===== src/rtl/aes_seq_pkg.sv =====
// Shared types and constants for the AES round sequencer: state encoding,
// block/word widths and the default AES-128 round count.
package aes_seq_pkg;

  localparam int AES_BLOCK_W   = 128;
  localparam int AES_WORD_W    = 32;
  localparam int AES128_ROUNDS = 10;
  localparam int RND_W         = 4;

  typedef enum logic [2:0] {
    IDLE  = 3'd0,
    LOAD  = 3'd1,
    ROUND = 3'd2,
    CAPT  = 3'd3,
    DONE  = 3'd4
  } aes_seq_state_t;

  // Word 0 is the most significant 32 bits of the block.
  function automatic logic [AES_WORD_W-1:0] block_word(
    input logic [AES_BLOCK_W-1:0] blk,
    input int                     idx
  );
    return blk[AES_BLOCK_W-1-idx*AES_WORD_W -: AES_WORD_W];
  endfunction

endpackage


===== src/rtl/aes_round_sequencer_if.sv =====
// Block-in / result-out stream bundle of the AES round sequencer.
interface aes_round_sequencer_if;
  import aes_seq_pkg::*;

  // Both streams use valid/ready: a transfer happens on a rising clk edge
  // where valid and ready are both high; once valid is raised the source
  // holds it and its data unchanged until that transfer.
  logic                   in_valid;
  logic                   in_ready;
  logic [AES_BLOCK_W-1:0] data_in;
  logic                   out_valid;
  logic                   out_ready;
  logic [AES_BLOCK_W-1:0] data_out;
  logic [AES_WORD_W-1:0]  data_out1;
  logic [AES_WORD_W-1:0]  data_out2;
  logic [AES_WORD_W-1:0]  data_out3;
  logic [AES_WORD_W-1:0]  data_out4;

  modport master (
    output in_valid, data_in, out_ready,
    input  in_ready, out_valid, data_out, data_out1, data_out2, data_out3, data_out4
  );

  modport slave (
    input  in_valid, data_in, out_ready,
    output in_ready, out_valid, data_out, data_out1, data_out2, data_out3, data_out4
  );

endinterface


===== src/rtl/aes_round_counter.sv =====
// Round (rnd) and sub-cycle (sub) counters for the AES round sequencer;
// produces the per-round step pulse and the last-round flag.
module aes_round_counter
  import aes_seq_pkg::*;
#(
  parameter int NUM_ROUNDS   = AES128_ROUNDS,
  parameter int ROUND_CYCLES = 1
) (
  input  logic             clk,
  input  logic             reset,
  input  logic             clear,
  input  logic             start,
  input  logic             run,
  output logic [RND_W-1:0] rnd,
  output logic             step,
  output logic             last,
  output logic             final_step
);

  localparam int SUB_W = (ROUND_CYCLES > 1) ? $clog2(ROUND_CYCLES) : 1;

  logic [SUB_W-1:0] sub;

  assign step       = run && (sub == SUB_W'(ROUND_CYCLES - 1));
  assign last       = run && (rnd == RND_W'(NUM_ROUNDS));
  assign final_step = step && last;

  // rnd returns to 0 after the final step so dp_round reads 0 outside a job.
  always_ff @(posedge clk or negedge reset) begin
    if (!reset) begin
      rnd <= '0;
      sub <= '0;
    end else if (clear) begin
      rnd <= '0;
      sub <= '0;
    end else if (start) begin
      rnd <= RND_W'(1);
      sub <= '0;
    end else if (run) begin
      if (step) begin
        sub <= '0;
        rnd <= final_step ? '0 : rnd + RND_W'(1);
      end else begin
        sub <= sub + SUB_W'(1);
      end
    end
  end

endmodule


===== src/rtl/aes_round_sequencer.sv =====
// Control sequencer for an iterative AES-128 round datapath (no cipher logic).
// Optional build macro AES_SEQ_ZEROIZE_EN adds a synchronous zeroize input.
module aes_round_sequencer
  import aes_seq_pkg::*;
#(
  parameter int NUM_ROUNDS   = AES128_ROUNDS,
  parameter int ROUND_CYCLES = 1
) (
  input  logic                   clk,
  input  logic                   reset,
`ifdef AES_SEQ_ZEROIZE_EN
  input  logic                   zeroize,
`endif
  aes_round_sequencer_if.slave   bus,
  output logic [AES_BLOCK_W-1:0] dp_state_in,
  output logic                   dp_load,
  output logic                   dp_step,
  output logic [RND_W-1:0]       dp_round,
  output logic                   dp_last,
  input  logic [AES_BLOCK_W-1:0] dp_state_out,
  output logic                   busy,
  output aes_seq_state_t         dbg_state
);

  if (NUM_ROUNDS < 1 || NUM_ROUNDS > 15) begin : g_bad_rounds
    $error("aes_round_sequencer: NUM_ROUNDS must be 1..15");
  end
  if (ROUND_CYCLES < 1) begin : g_bad_cycles
    $error("aes_round_sequencer: ROUND_CYCLES must be >= 1");
  end

  aes_seq_state_t         state, next_state;
  logic                   in_ready_q;
  logic [AES_BLOCK_W-1:0] data_out_q;
  logic [RND_W-1:0]       rnd;
  logic                   rnd_step, rnd_last, final_step;
  logic                   accept, zap;

`ifdef AES_SEQ_ZEROIZE_EN
  localparam bit ZEROIZE_EN = 1'b1;
  assign zap = zeroize;
`else
  localparam bit ZEROIZE_EN = 1'b0;
  assign zap = 1'b0;
`endif

  assign accept = (state == IDLE) && bus.in_valid && in_ready_q;

  aes_round_counter #(
    .NUM_ROUNDS   (NUM_ROUNDS),
    .ROUND_CYCLES (ROUND_CYCLES)
  ) u_round_counter (
    .clk        (clk),
    .reset      (reset),
    .clear      (zap),
    .start      (state == LOAD),
    .run        (state == ROUND),
    .rnd        (rnd),
    .step       (rnd_step),
    .last       (rnd_last),
    .final_step (final_step)
  );

  always_ff @(posedge clk or negedge reset) begin
    if (!reset) begin
      state <= IDLE;
    end else begin
      state <= next_state;
    end
  end

  always_comb begin
    next_state = state;
    case (state)
      IDLE:    if (accept) next_state = LOAD;
      LOAD:    next_state = ROUND;
      ROUND:   if (final_step) next_state = CAPT;
      CAPT:    next_state = DONE;
      DONE:    if (bus.out_ready) next_state = IDLE;
      default: next_state = IDLE;
    endcase
    if (zap) next_state = IDLE;
  end

  // in_ready is registered from next_state so it is already high in the
  // first IDLE cycle and never depends combinationally on in_valid.
  always_ff @(posedge clk or negedge reset) begin
    if (!reset) begin
      in_ready_q  <= 1'b0;
      dp_state_in <= '0;
      data_out_q  <= '0;
    end else begin
      in_ready_q <= (next_state == IDLE) && !zap;
      if (zap) begin
        dp_state_in <= '0;
        data_out_q  <= '0;
      end else begin
        if (accept) dp_state_in <= bus.data_in;
        if (state == CAPT) begin
          data_out_q <= dp_state_out;
        end else if (ZEROIZE_EN && (state == DONE) && bus.out_ready) begin
          data_out_q <= '0;
        end
      end
    end
  end

  assign dp_load  = (state == LOAD);
  assign dp_step  = rnd_step;
  assign dp_last  = rnd_last;
  assign dp_round = (state == ROUND) ? rnd : '0;
  assign busy     = (state != IDLE);
  assign dbg_state = state;

  assign bus.in_ready  = in_ready_q;
  assign bus.out_valid = (state == DONE);
  assign bus.data_out  = data_out_q;
  assign bus.data_out1 = block_word(data_out_q, 0);
  assign bus.data_out2 = block_word(data_out_q, 1);
  assign bus.data_out3 = block_word(data_out_q, 2);
  assign bus.data_out4 = block_word(data_out_q, 3);

endmodule


===== src/flat_wrapper.sv =====
// flat-port wrapper written by rule: the top's interface ports become plain ports
module aes_round_sequencer_flat import aes_seq_pkg::*;
#(
  parameter int NUM_ROUNDS   = AES128_ROUNDS,
  parameter int ROUND_CYCLES = 1
)
  (clk, reset, dp_state_in, dp_load, dp_step, dp_round, dp_last, dp_state_out, busy, dbg_state, bus_in_valid, bus_data_in, bus_out_ready, bus_in_ready, bus_out_valid, bus_data_out, bus_data_out1, bus_data_out2, bus_data_out3, bus_data_out4);
  aes_round_sequencer_if bus_i ();
  input  logic clk;
  input  logic reset;
  output logic [AES_BLOCK_W-1:0] dp_state_in;
  output logic dp_load;
  output logic dp_step;
  output logic [RND_W-1:0] dp_round;
  output logic dp_last;
  input  logic [AES_BLOCK_W-1:0] dp_state_out;
  output logic busy;
  output aes_seq_state_t dbg_state;
  input wire logic [$bits(bus_i.in_valid)-1:0] bus_in_valid;
  input wire logic [$bits(bus_i.data_in)-1:0] bus_data_in;
  input wire logic [$bits(bus_i.out_ready)-1:0] bus_out_ready;
  output wire logic [$bits(bus_i.in_ready)-1:0] bus_in_ready;
  output wire logic [$bits(bus_i.out_valid)-1:0] bus_out_valid;
  output wire logic [$bits(bus_i.data_out)-1:0] bus_data_out;
  output wire logic [$bits(bus_i.data_out1)-1:0] bus_data_out1;
  output wire logic [$bits(bus_i.data_out2)-1:0] bus_data_out2;
  output wire logic [$bits(bus_i.data_out3)-1:0] bus_data_out3;
  output wire logic [$bits(bus_i.data_out4)-1:0] bus_data_out4;
  assign bus_i.in_valid = bus_in_valid;
  assign bus_i.data_in = bus_data_in;
  assign bus_i.out_ready = bus_out_ready;
  assign bus_in_ready = bus_i.in_ready;
  assign bus_out_valid = bus_i.out_valid;
  assign bus_data_out = bus_i.data_out;
  assign bus_data_out1 = bus_i.data_out1;
  assign bus_data_out2 = bus_i.data_out2;
  assign bus_data_out3 = bus_i.data_out3;
  assign bus_data_out4 = bus_i.data_out4;
  aes_round_sequencer #(.NUM_ROUNDS(NUM_ROUNDS), .ROUND_CYCLES(ROUND_CYCLES)) u_core (.clk(clk), .reset(reset), .bus(bus_i), .dp_state_in(dp_state_in), .dp_load(dp_load), .dp_step(dp_step), .dp_round(dp_round), .dp_last(dp_last), .dp_state_out(dp_state_out), .busy(busy), .dbg_state(dbg_state));
endmodule

===== config.mk =====
export PLATFORM = sky130hd
export DESIGN_NAME = aes_round_sequencer_flat
export DESIGN_NICKNAME = d
export VERILOG_FILES = /design/src/rtl/aes_seq_pkg.sv /design/src/rtl/aes_round_sequencer_if.sv /design/src/rtl/aes_round_counter.sv /design/src/rtl/aes_round_sequencer.sv /design/src/flat_wrapper.sv
export SDC_FILE = /design/constraint.sdc
export NUM_CORES = 1
export LEC_CHECK = 0
export CELL_PAD_IN_SITES_DETAIL_PLACEMENT = 0
export CELL_PAD_IN_SITES_GLOBAL_PLACEMENT = 1
export CORE_AREA = 2 2 258 260
export CTS_CLUSTER_SIZE = 8
export DETAILED_ROUTE_END_ITERATION = 12
export DIE_AREA = 0 0 260 262
export GPL_TIMING_DRIVEN = 0
export HOLD_SLACK_MARGIN = 0.02
export PLACE_DENSITY_LB_ADDON = 0.08
export SLEW_MARGIN = 10
export SYNTH_ARGS = -nofsm -noshare
export SYNTH_HDL_FRONTEND = slang
export SYNTH_HIERARCHICAL = 1
export SYNTH_SLANG_ARGS = --single-unit
export TNS_END_PERCENT = 1

===== constraint.sdc =====
create_clock -name clk -period 2.5 [get_ports clk]
set_input_delay 0.75 -clock clk [delete_from_list [all_inputs] [get_ports clk]]
set_output_delay 0.75 -clock clk [all_outputs]
set_load 0.005 [all_outputs]

==> reports/qor.log <==
qor: logic_synthesis.postSynthCellCount 722
qor: clock_tree.htree_levels 2
qor: die.die_width 260 um
qor: sta.timing.slew.headroom 50.0%
qor: logic_synthesis.synthesis.area 0.0111 mm2
qor: logic_synthesis.number_of_warnings_printed_during_yosys_synthesis 6
qor: layout.layout.cells.most_common_list 645 x clkdlybuf4s50_1, 258 x dfrtp_1, 158 x mux2_2, 142 x buf_4, 98 x mux2_1
qor: worst_setup_path.crit_path_max_fanout 4
qor: die.rows 94
qor: clock_tree.cts-root-to-sink-buffers 3
qor: die.initial_core_util 17.0%
qor: global_route.gr-total-overflow 0
qor: die.design.core.area 0.0653 mm2
qor: die.die_area 0.0681 mm2
qor: routing.m1WireLength 16.1 mm
qor: routing.route.final.wire_length 44.8 mm
qor: placement.gp_congestion 0.735
qor: layout.layout-area-overhead-vs-synth 80.4%
qor: pwr.ir_worst_vdd 0.000512 V
qor: sta.setup_viol 0
qor: routing.drt_drc_violations_left 0
qor: routing.ant_nets 0
qor: clock_tree.hold_buffers_post_cts 0
qor: logic_synthesis.yosys.area.top_type dfrtp_1
qor: placement.dpl_worst_slack -0.644 ns
qor: clock_tree.worst_setup_hold_path_clk_slew 0.05 ns
qor: run.max_cap_violations 0
qor: clock_tree.cts_root_buffer clkbuf_16
qor: layout.n_fill_cell 6643
qor: worst_setup_path.worst_ep_required_time 1.75 ns
qor: routing.detail_route.first_pass.iterations 4
qor: global_route.grt_pass1_vias 8678
qor: clock_tree.clock-sinks 265
qor: sta.worst_pin_slew 0.750 ns
qor: logic_synthesis.ys_seq_elements 265
qor: die.boundaryPins 657
qor: worst_setup_path.worst-r2r-setup-slack 0.37 ns
qor: worst_setup_path.critical_path.reg2reg.startpoint u_core/dbg_state[0]$_DFF_PN0_
qor: run_status.run_status finished clean
qor: global_route.largest_net_degree_at_the_start_of_global_routing 93
qor: routing.top_layer_used met5
qor: sta.finalCriticalPeriod 2.43 ns
qor: logic_synthesis.count_of_flip_flops_with_a_built_in_enable_after_synthesis 0
qor: layout.fin_nets 1696
qor: clock_tree.cts-buffers-inserted 39
qor: sta.finalHoldViolCount 0
qor: pwr.cellLeakagePower 0.00830 uW
qor: layout.most_frequent_standard_cell_in_the_layout_excluding_fill_and_tap_cells clkdlybuf4s50_1
qor: routing.wire_per_inst 19.4 um
qor: global_route.grt_antenna_before_repair 6
qor: routing.met2_length 23.6 mm
qor: worst_setup_path.endpoint_kind output port
qor: sta.fmaxAchievable 411 MHz
qor: sta.hold_ws 0.238 ns
qor: sta.finalClockSkew 0.0118 ns
qor: sta.report.final.slew_viol_count 0
qor: sta.postLayoutSetupSlackWorst 0.0653 ns
qor: placement.place.detailed.hpwl 35.0 mm
qor: routing.routed-via-count 8156
qor: routing.avgViaCountPerCell 3.53
qor: logic_synthesis.synth_async_sr_flop_share 100%
qor: logic_synthesis.synth.yosys.seq_area_share 59.9%
qor: logic_synthesis.yosys_most_used_dff dfrtp_1
qor: logic_synthesis.postSynthAreaPerCell 15.3 um2
qor: worst_setup_path.critical_path_arrival 1.68 ns
qor: clock_tree.clk-insertion-delay-late 0.54 ns
qor: layout.layout-drive-gt1-share 27.6%
qor: routing.dr_wl_met3 4.10 mm
qor: die.die_height 262 um
qor: logic_synthesis.post_synth_main_area_contributors dfrtp_1 60%, mux2_2 16%, mux2_1 10%, buf_4 8.9%, buf_12 1.8%
qor: clock_tree.tritoncts built
qor: logic_synthesis.synth.top_cell.area_share 59.9%
qor: global_route.global_route.usage.total 12.6%
qor: logic_synthesis.yosysUniqueCellTypes 31
qor: pwr.p_per_area 1290 mW/mm2
qor: sta.final.period_utilization 97.4%
qor: sta.setup_total_negative_slack 0 ns
qor: worst_setup_path.cp_startpoint_kind flop
qor: hold_path.class_of_the_most_critical_hold_timing_path primary input to asynchronous set/reset pin
qor: placement.io_buffer_count 656
qor: worst_setup_path.r2r_end u_core/bus.data_out[48]$_DFFE_PN0N_
qor: worst_setup_path.timing.setup.critical_path_class flop to output port
qor: sta.rsz0062_at_grt true
qor: global_route.grt_first_pass_wirelength 62.3 mm
qor: worst_setup_path.worst-r2r-cell-count 5
qor: routing.detailedRoute.firstIterationViolations 162
-- kinds of logic after synthesis --
logic type,share of synthesized area [%]
flip-flops,59.9
multiplexers,26.0
buffers and inverters,11.6
AND/OR/NAND/NOR,1.84
AO/OA/AOI/OAI,0.418
adder cells (fa/ha/maj),0.226
other,0.0339
-- synthesized netlist by cell type (2+ instances only) --
| cell type | number |
|---|---|
| or2_2 | 2 |
| dfrtp_1 | 265 |
| mux2_1 | 98 |
| buf_12 | 10 |
| nor2_1 | 3 |
| ha_1 | 2 |
| or3_1 | 2 |
| a21oi_1 | 4 |
| buf_4 | 131 |
| buf_2 | 13 |
| and2_1 | 5 |
| mux2_2 | 158 |
| nand2_1 | 5 |
| nand3_1 | 3 |
| nor3b_1 | 3 |
| inv_1 | 3 |
-- through the flow --
stage / utilization, % / instances / power (uW) / cell area, um2
finish: 30.6 / 2312 / 25900 / 20000
global route: 30.6 / 2307 / 27600 / 20000
CTS: 30.5 / 2300 / 26400 / 19900
detailed placement: 28.8 / 2245 / 21200 / 18800
global placement: 28.7 / 2243 / 21200 / 18700
floorplan: - / 723 / 12500 / 11100
-- area by class of cell --
| type | instances | area (um2) | share of cell area, % |
|---|---|---|---|
| plain buffers | 156 | 1270 | 6.35 |
| inverters | 4 | 17.5 | 0.0876 |
| repair buffers | 670 | 6710 | 33.6 |
| multi-input cells | 298 | 3200 | 16.0 |
| diodes | 7 | 17.5 | 0.0876 |
| well taps | 864 | 1080 | 5.41 |
| clock buffers | 48 | 1050 | 5.27 |
| flip-flops and latches | 265 | 6640 | 33.2 |
-- repair_timing --
action,4_1_cts,5_1_grt
pin swaps,1,3
setup endpoints to repair,111,12
setup buffers,7,5
cloned,0,0
gates resized for setup,43,18
-- flip-flops by register name, summed over array words and instances (netlist names) --
| signal | flops |
|---|---|
| u_core/bus.data_out | 128 |
| u_core/dp_state_in | 128 |
| u_core/u_round_counter/rnd | 4 |
| u_core/dbg_state | 3 |
| u_core/bus.in_ready | 1 |
| u_core/u_round_counter/sub | 1 |
-- power breakdown --
part	total (uW)	switching [uW]	internal [uW]	leakage, uW
Clock	4860	1960	2900	0.000514
Combinational	12900	3810	9110	0.00467
Sequential	8080	1580	6510	0.00312
Total	25900	7350	18500	0.00830
-- worst max path at each step --
stage / endpoint / depth (start not counted) / slack, ns / startpoint
final: dp_round[3] / 5 / 0.07 / u_core/dbg_state[2]$_DFF_PN0_
after global routing: dp_round[0] / 5 / -0.04 / u_core/dbg_state[2]$_DFF_PN0_
after CTS: dp_last / 5 / -0.15 / u_core/dbg_state[0]$_DFF_PN0_
after detailed placement: dp_last / 4 / -0.64 / u_core/dbg_state[2]$_DFF_PN0_
after global placement: u_core/bus.data_out[97]$_DFFE_PN0N_ / 1 / -12.83 / reset
after floorplan: dp_last / 3 / 0.26 / u_core/dbg_state[2]$_DFF_PN0_
-- per-layer routing --
layer	global-route usage (%)	vias to the layer above
met5	0	-
met4	3.86	2
met3	4.91	64
met2	23.0	356
met1	13.4	3963
li1	-	3771
-- critical path, stage by stage (launching register included) --
cell     delay [ns]
dfrtp_2        0.43
nor3b_4        0.21
buf_6          0.14
buf_4          0.11
and2_1         0.13
buf_2          0.13
Note: power is estimated with default switching activity, not from simulation.
